## src/rtl/order_pkg.sv

```systemverilog
// Shared types and constants for the order timer slice.
package order_pkg;

  typedef enum logic [1:0] {
    IDLE,
    SPAWN_WAIT,
    ACTIVE
  } order_state_t;

  localparam int ORDER_TIME_W = 5;
  localparam int COUNT_W      = 8;
  localparam int SPEEDUP_STEP = 4;
  localparam int MIN_STEPS    = 8;

  // Never drops below the floor; an order already at or under it stays put.
  function automatic logic [ORDER_TIME_W-1:0] speedup_steps(
    input logic [ORDER_TIME_W-1:0] cur
  );
    if (cur >= ORDER_TIME_W'(MIN_STEPS + SPEEDUP_STEP))
      return cur - ORDER_TIME_W'(SPEEDUP_STEP);
    else if (cur > ORDER_TIME_W'(MIN_STEPS))
      return ORDER_TIME_W'(MIN_STEPS);
    else
      return cur;
  endfunction

endpackage

```

## src/rtl/order_timer_tick_divider.sv

```systemverilog
// Frame-tick prescaler: counts ticks up to term_val and pulses on the
// terminal tick; clear holds the count at zero.
module tick_divider #(
  parameter int W = 8
) (
  input  logic         pixel_clk_in,
  input  logic         rst_n_in,
  input  logic         clear,
  input  logic         tick,
  input  logic [W-1:0] term_val,
  output logic         term_hit
);

  logic [W-1:0] cnt;

  assign term_hit = tick && !clear && (cnt == term_val);

  always_ff @(posedge pixel_clk_in or negedge rst_n_in) begin
    if (!rst_n_in) begin
      cnt <= '0;
    end else if (clear) begin
      cnt <= '0;
    end else if (tick) begin
      cnt <= (cnt == term_val) ? '0 : cnt + 1'b1;
    end
  end

endmodule

```

## src/rtl/order_timer.sv

```systemverilog
// Order spawner/countdown for the info panel.
// Optional ORDER_SPEEDUP_EN: spawn length shrinks every 4th serve.
import order_pkg::*;

module order_timer #(
  parameter int TICKS_PER_STEP = 30,
  parameter int ORDER_STEPS    = 31,
  parameter int SPAWN_DELAY    = 60
) (
  input  logic                    pixel_clk_in,
  input  logic                    rst_n_in,
  input  logic                    frame_tick_in,
  input  logic                    game_on_in,
  input  logic                    serve_in,
  output logic                    order_out,
  output logic [ORDER_TIME_W-1:0] order_time_out,
  output logic                    served_out,
  output logic                    expired_out,
  output logic [COUNT_W-1:0]      served_count_out,
  output logic [COUNT_W-1:0]      missed_count_out
);

  localparam logic [7:0] STEP_TERM  = 8'(TICKS_PER_STEP - 1);
  localparam logic [7:0] SPAWN_TERM = 8'(SPAWN_DELAY - 1);
  localparam logic [ORDER_TIME_W-1:0] INIT_STEPS =
    ORDER_TIME_W'(ORDER_STEPS);

  order_state_t state;
  logic spawn_hit, step_hit;
  logic [ORDER_TIME_W-1:0] spawn_steps;
  logic [COUNT_W-1:0] served_inc, missed_inc;

  assign served_inc = (served_count_out == '1) ?
    served_count_out : served_count_out + 1'b1;
  assign missed_inc = (missed_count_out == '1) ?
    missed_count_out : missed_count_out + 1'b1;

  tick_divider #(.W(8)) u_spawn_div (
    .pixel_clk_in (pixel_clk_in),
    .rst_n_in     (rst_n_in),
    .clear        (state != SPAWN_WAIT),
    .tick         (frame_tick_in),
    .term_val     (SPAWN_TERM),
    .term_hit     (spawn_hit)
  );

  tick_divider #(.W(8)) u_step_div (
    .pixel_clk_in (pixel_clk_in),
    .rst_n_in     (rst_n_in),
    .clear        (state != ACTIVE),
    .tick         (frame_tick_in),
    .term_val     (STEP_TERM),
    .term_hit     (step_hit)
  );

`ifdef ORDER_SPEEDUP_EN
  logic [ORDER_TIME_W-1:0] cur_steps;
  logic speedup;

  assign speedup = game_on_in && (state == ACTIVE) && serve_in &&
                   (served_count_out != '1) && (served_inc[1:0] == 2'b00);
  assign spawn_steps = cur_steps;

  always_ff @(posedge pixel_clk_in or negedge rst_n_in) begin
    if (!rst_n_in) begin
      cur_steps <= INIT_STEPS;
    end else if (speedup) begin
      cur_steps <= speedup_steps(cur_steps);
    end
  end
`else
  assign spawn_steps = INIT_STEPS;
`endif

  always_ff @(posedge pixel_clk_in or negedge rst_n_in) begin
    if (!rst_n_in) begin
      state            <= IDLE;
      order_out        <= 1'b0;
      order_time_out   <= '0;
      served_out       <= 1'b0;
      expired_out      <= 1'b0;
      served_count_out <= '0;
      missed_count_out <= '0;
    end else begin
      served_out  <= 1'b0;
      expired_out <= 1'b0;
      if (!game_on_in) begin
        state          <= IDLE;
        order_out      <= 1'b0;
        order_time_out <= '0;
      end else begin
        unique case (state)
          IDLE: state <= SPAWN_WAIT;
          SPAWN_WAIT: begin
            if (spawn_hit) begin
              state          <= ACTIVE;
              order_out      <= 1'b1;
              order_time_out <= spawn_steps;
            end
          end
          ACTIVE: begin
            // Serve is checked first so it beats a same-cycle expiry.
            if (serve_in) begin
              state            <= SPAWN_WAIT;
              served_out       <= 1'b1;
              served_count_out <= served_inc;
              order_out        <= 1'b0;
              order_time_out   <= '0;
            end else if (step_hit) begin
              if (order_time_out != '0) begin
                order_time_out <= order_time_out - 1'b1;
              end else begin
                state            <= SPAWN_WAIT;
                expired_out      <= 1'b1;
                missed_count_out <= missed_inc;
                order_out        <= 1'b0;
              end
            end
          end
          default: state <= IDLE;
        endcase
      end
    end
  end

endmodule
```

## config.mk

```make
export PLATFORM = sky130hd
export DESIGN_NAME = order_timer
export DESIGN_NICKNAME = d
export VERILOG_FILES = /design/src/rtl/order_pkg.sv /design/src/rtl/order_timer_tick_divider.sv /design/src/rtl/order_timer.sv
export SDC_FILE = /design/constraint.sdc
export NUM_CORES = 1
export LEC_CHECK = 0
export CAP_MARGIN = 10
export CORE_MARGIN = 10
export CORE_UTILIZATION = 60
export DETAILED_ROUTE_END_ITERATION = 12
export DONT_BUFFER_PORTS = 1
export PLACE_DENSITY = 0.76
export SYNTH_ARGS = -nofsm -noshare
export SYNTH_HDL_FRONTEND = slang
export SYNTH_HIERARCHICAL = 1
export SYNTH_SLANG_ARGS = --single-unit
```

## constraint.sdc

```tcl
create_clock -name pixel_clk_in -period 3.07 [get_ports pixel_clk_in]
set_input_delay 0.307 -clock pixel_clk_in [delete_from_list [all_inputs] [get_ports pixel_clk_in]]
set_output_delay 0.307 -clock pixel_clk_in [all_outputs]
set_load 0.1 [all_outputs]
```

Yosys cells after proc, flatten, opt, wreduce, memory -nomap -nowiden
Index checks and enable logic that the tools add are counted.
{ "op_classes": {"n_addsub": 5, "mul": 0, "div_mod_pow": 0, "order_cmp": 0, "n_eq_ne": 13, "shift": 0, "n_mux": 32, "n_bitwise": 4, "reduce_logical": 15} }
{ "op_table": {"columns": ["cell", "count"], "rows": [
  ["$mux W8", 6],
  ["$add A8 B1 Y8 const B", 4],
  ["$mux W5", 5],
  ["$eq A8 B8 Y1 const B", 2],
  ["$mux W1", 13],
  ["$ne A4 B4 Y1 const B", 3],
  ["$reduce_and A4 Y1", 3],
  ["$mux W2", 5],
  ["$pmux W5 S2", 1],
  ["$eq A8 B5 Y1 const B", 1],
  ["$eq A8 B6 Y1 const B", 1],
  ["$pmux W2 S3", 1],
  ["$reduce_and A6 Y1", 1],
  ["$reduce_bool A5 Y1", 1],
  ["$sub A5 B1 Y5 const B", 1],
  ["$logic_and A1 B1 Y1", 4],
  ["$not A1 Y1", 4],
  ["$reduce_bool A2 Y1", 2],
  ["$ne A3 B1 Y1 const B", 1],
  ["$ne A3 B3 Y1 const B", 1],
  ["$reduce_and A3 Y1", 1],
  ["$eq A2 B1 Y1 const B", 1],
  ["$eq A2 B2 Y1 const B", 1],
  ["$logic_not A1 Y1", 2],
  ["4 further kinds", 4]
]} }
{ "word_totals": {"regBits": 42, "latchBits": 0, "ramBits": 0, "rom_bits": 0, "wordCells": 78, "mem_count": 0} }

Longest topological paths before layout
{ "depth": {"depth_word": 8, "mapped_depth": 9, "depth_no_buf": 9} }

Hierarchy
Netlist, hierarchy kept.
{ "by_module_without_submodules": {"columns": ["module", "n_inst", "cells_each", "area_per_inst_um2", "seq_area_each_um2"], "rows": [
  ["order_timer", 1, 121, 1335.0, 650.6],
  ["tick_divider", 2, 57, 525.5, 200.2]
]} }

Worst setup path after synthesis
Ideal clock, no wire load.
{ "synth_timing": {"path_type": "register -> register", "start": "reg order_time_out[0]", "end": "reg missed_count_out[1]", "setup_time_ps": 128, "arrival_time_ps": 2109, "t_required_ps": 2942, "path_slack_ps": 833, "stages_incl_launch_ff": 7, "n_path_buf": 0, "synth_period_minus_slack_ps": 2237, "path_cell_list": "dfrtp_1 inv_1 ha_1 nor4b_4 nand4_4 nor2_1 mux2_1"} }
{ "synth_via": {"elab_chain_cells": 3} }
{ "synth_rtl": {"columns": ["element", "line_no", "rtl"], "rows": [
  ["start: declaration", "order_timer.sv:16", "output logic [ORDER_TIME_W-1:0] order_time_out,"],
  ["start signal: assignment", "order_timer.sv:98", "order_time_out <= spawn_steps;"],
  ["start signal: assignment", "order_timer.sv:111", "order_time_out <= order_time_out - 1'b1;"],
  ["$reduce_bool A5 Y1", "order_timer.sv:110", "if (order_time_out != '0) begin"],
  ["$not A1 Y1 (no line)", null, null],
  ["$reduce_and A6 Y1 (no line)", null, null],
  ["end signal: assignment", "order_timer.sv:115", "missed_count_out <= missed_inc;"],
  ["end: declaration", "order_timer.sv:20", "output logic [COUNT_W-1:0] missed_count_out"]
]} }
No other way between the ends.
A chain may end at the register's enable or synchronous reset.

Worst setup path after layout
{ "layout_timing": {"start": "reg state[0]", "end": "reg order_time_out[1]"} }
{ "layout_via": {"elab_chain_cells": 6, "word_cells_on_any_way": 17} }
{ "layout_rtl": {"columns": ["element", "line_no", "rtl"], "rows": [
  ["start: declaration", "order_timer.sv:28", "order_state_t state;"],
  ["start signal: assignment", "order_timer.sv:77", "state <= IDLE;"],
  ["start signal: assignment", "order_timer.sv:88", "state <= IDLE;"],
  ["start signal: assignment", "order_timer.sv:93", "IDLE: state <= SPAWN_WAIT;"],
  ["$ne A2 B1 Y1", "order_timer.sv:41", ".clear (state != SPAWN_WAIT),"],
  ["$logic_not A1 Y1", "order_timer_tick_divider.sv:16", "assign term_hit = tick && !clear && (cnt == term_val);"],
  ["$logic_and A1 B1 Y1 (2 in series)", "order_timer_tick_divider.sv:16", null],
  ["named net spawn_hit", "order_timer.sv:29", "logic spawn_hit, step_hit;"],
  ["$ne A3 B3 Y1 (no line)", null, null],
  ["$reduce_and A4 Y1 (no line)", null, null]
]} }
The timed path passes the listed nets, and every way through them passes these cells.

==> summary.txt <==
Yosys
  • Post-synthesis adder-cell area fraction: 2.622%
  • Yosys cell types: 55
  • Complex-gate fraction of the synthesized area: 15.21%
  • Synth top area cells: dfrtp_1, xor2_1, nand2_1, nand3_1, ha_1
  • Simple-gate share of the synthesized area: 21.55%
  • Top cell type's share of synthesized area: 44.05%
  • Ys flop type: dfrtp_1
  • Post-Syn Area: 0.002386 mm2
  • Number of flops mapped to enable cells by yosys: 0
  • Syn Inst Count: 235
  • Leading area contributor after synthesis: dfrtp_1
  • Post-synthesis async set-or-reset flop share: 100.0%
  • Mean post-synth cell area: 10.15 um2
  • Synth Register Bits: 42
  • Main combinational cell family by area after synthesis: simple AND/OR/NAND/NOR gates
  • Synth Area in XOR/XNOR: 11.38%
  • Commonest cells in the netlist: dfrtp_1, nand2_1, xor2_1
  • Seq/Total Area, Yosys: 44.05%
  • Most frequent cell after synthesis: dfrtp_1
  • Mux cell area share after synthesis: 2.307%
  • Yosys warns: 6

STA
  • Worst-Margin Slew: 0.9944 ns
  • Tmin final: 2.572 ns
  • RSZ-0062 raised after global routing: false
  • Upper clock frequency limit: 388.8 MHz
  • Max_slew headroom: 33.71%
  • Final setup fails: 0
  • Hold Violations, Final: 0
  • Period utilization: 83.78%
  • Setup TNS: 0 ns
  • Slew Viols, Final: 0
  • Worst Skew: 0.005352 ns

Floorplanning
  • Die Height: 83.06 um
  • Num rows: 22
  • Die ar.: 0.006899 mm2
  • Core Footprint: 0.003744 mm2
  • IO Count: 29
  • Initial Utilization: 63.74%
  • Die X: 83.06 um

Detailed routing
  • DR WL/cell: 14.70 um
  • WL final: 4.776 mm
  • Remaining DRCs: 0
  • First DRT Iteration DRCs: 114
  • Routed Antenna Nets: 0
  • First-pass DRT Iterations: 4
  • Via density: 5.652
  • Routed via count: 1837

GRT
  • First-pass GRT wire length: 8.300 mm
  • Total GRT Usage: 13.76%
  • Vias in the first global route: 1776
  • Initial antenna violation count: 0
  • Total global routing overflow: 0
  • Largest net degree at the start of global routing: 43

Pwr
  • Worst IR Drop VDD: 0.001116 V
  • Total power: 0.002147 W
  • Power Density: 767.7 mW/mm2
  • Lkg Pwr: 1.333 nW

Setup path
  • Crit. End Element: flop
  • R2R Setup Slk: 0.50 ns
  • Reg2Reg Launch Point: state[0]$_DFFE_PN0P_
  • CP Max Fanout: 8
  • WP data required: 3.24 ns
  • Crit Path Class: flop to flop
  • Critical Path Source Type: flop
  • Reg2reg path depth: 9
  • Worst endpoint data arrival time: 2.74 ns
  • Reg-to-Reg End: order_time_out[1]$_DFFE_PN0P_

Placement
  • Post-DP Area: 0.002629 mm2
  • Hpwl dp: 3.437 mm
  • Port-buffer cells: 0
  • RePlAce Congestion: 0.7959

Worst hold path
  • Hold Crit Depth: 1
  • Worst hold start: game_on_in
  • Hold Path End: order_out$_DFFE_PN0P_
  • Min-delay worst type: input pin to flop

Layout
  • NumNets Final: 286
  • Fill count: 292
  • Fin util: 74.70%
  • Fin area: 0.002796 mm2
  • N_diodes: 0
  • Layout area overhead: 17.20%
  • Layout cell share with drive strength beyond 1: 15.16%

Clocking
  • Skew-Pair Late Insertion Delay: 0.29 ns
  • # clock sinks: 42
  • CTS tree: built
  • Number of CTS-inserted buffers: 5
  • Clock buffer depth: 2
  • H-tree Lvls: 2
  • Clock Root Buffer: clkbuf_8
  • CTS clock-pin slew for the worst setup and hold paths: 0.08 ns

Status
  • Status: finished, final reports clean

Flow run
  • Max cap viols: 0
-- cell families (layout without fill, tap and decap cells) --
logic type | count (synthesis) | count (layout)
compound gates | 49 | 49
flops | 42 | 42
fa+ha+maj | 5 | 5
mux | 5 | 5
buf+inv | 12 | 40
simple gates | 89 | 89
other cells | 2 | 16
xor+xnor | 31 | 31
-- per-layer routing --
metal  GRT usage [%]  share of wire, %  up-vias
met5               0                 0        -
met4           4.154              0.92        0
met3           3.711               5.1        4
met2           23.25                50       23
met1           16.53                44      887
li1                -                 -      923
-- where the power goes --
part / internal [W] / switching, W
logic: 0.000230 / 0.000690
registers: 0.000628 / 0.0000793
clock network: 0.000326 / 0.000194
total: 0.00118 / 0.000963
-- repair_timing --
| action | 4_1_cts | 5_1_grt |
|---|---|---|
| endpoints found under the setup margin | 0 | 0 |
| hold endpoints to repair | 42 | 0 |
| hold buffers | 2 | 0 |
| setup buffers | 0 | 0 |
| gates resized for setup | 0 | 0 |
-- final cells by class --
class | instances | area (um2) | area share, %
Tap cell | 48 | 60.06 | 2.148
Inverter | 9 | 33.78 | 1.208
Clock inverter | 3 | 68.82 | 2.461
Clock buffer | 5 | 68.82 | 2.461
Timing Repair Buffer | 23 | 187.7 | 6.711
Sequential cell | 42 | 1051 | 37.58
Multi-Input combinational cell | 195 | 1326 | 47.43
-- flip-flops by register name (all words and copies together) (netlist names) --
register / cells
expired_out: 1
order_time_out: 5
u_spawn_div/cnt: 8
u_step_div/cnt: 8
order_out: 1
missed_count_out: 8
served_out: 1
served_count_out: 8
state: 2
-- layout by cell type (no fill, tap or decap), drive strengths merged, types with 3 or more instances in the layout --
cell type and instances:
dfrtp 42, xor2 24, nand2 24, buf 22, conb 16, nand3 13
o21ai 13, nor2 11, inv 8, xnor2 7, nor4 7, nand2b 6
nand4 6, a21oi 5, or3 5, ha 5, clkbuf 5, mux2 4
o2bb2ai 4, a21o 4, o211ai 4, nor2b 3, and3 3, nor3 3
nor4b 3
-- worst max path at each step --
| stage | startpoint | endpoint | depth (start not counted) | slack [ns] |
|---|---|---|---|---|
| after floorplan | order_time_out[0]$_DFFE_PN0P_ | missed_count_out[1]$_DFFE_PN0P_ | 6 | 0.83 |
| after global placement | u_step_div/cnt[7]$_DFFE_PN0P_ | order_time_out[0]$_DFFE_PN0P_ | 8 | 0.68 |
| after detailed placement | state[0]$_DFFE_PN0P_ | order_time_out[1]$_DFFE_PN0P_ | 9 | 0.56 |
| after CTS | state[0]$_DFFE_PN0P_ | order_time_out[1]$_DFFE_PN0P_ | 9 | 0.53 |
| after global routing | state[0]$_DFFE_PN0P_ | order_time_out[1]$_DFFE_PN0P_ | 9 | 0.24 |
| final | state[0]$_DFFE_PN0P_ | order_time_out[1]$_DFFE_PN0P_ | 9 | 0.50 |
-- critical path, stage by stage, from the launching register on --
cell and delay [ns]:
dfrtp_1 0.47, inv_1 0.11, nor2_1 0.38, inv_1 0.15, nand2b_1 0.19, nor2_1 0.16, nor3b_1 0.07, o21ai_1 0.38
o21ai_2 0.18, mux2_1 0.36
-- metrics by stage --
stage / instances / setup slack [ns] / hold WS, ns
finish: 325 / 0.4979 / 0.1610
global placement: 315 / 0.6764 / 0.01285
detailed placement: 315 / 0.5566 / 0.01316
global route: 325 / 0.2352 / 0.1431
CTS: 325 / 0.5266 / 0.1562
floorplan: 249 / 0.8327 / 0.01141
Note: power is estimated with default switching activity, not from simulation.
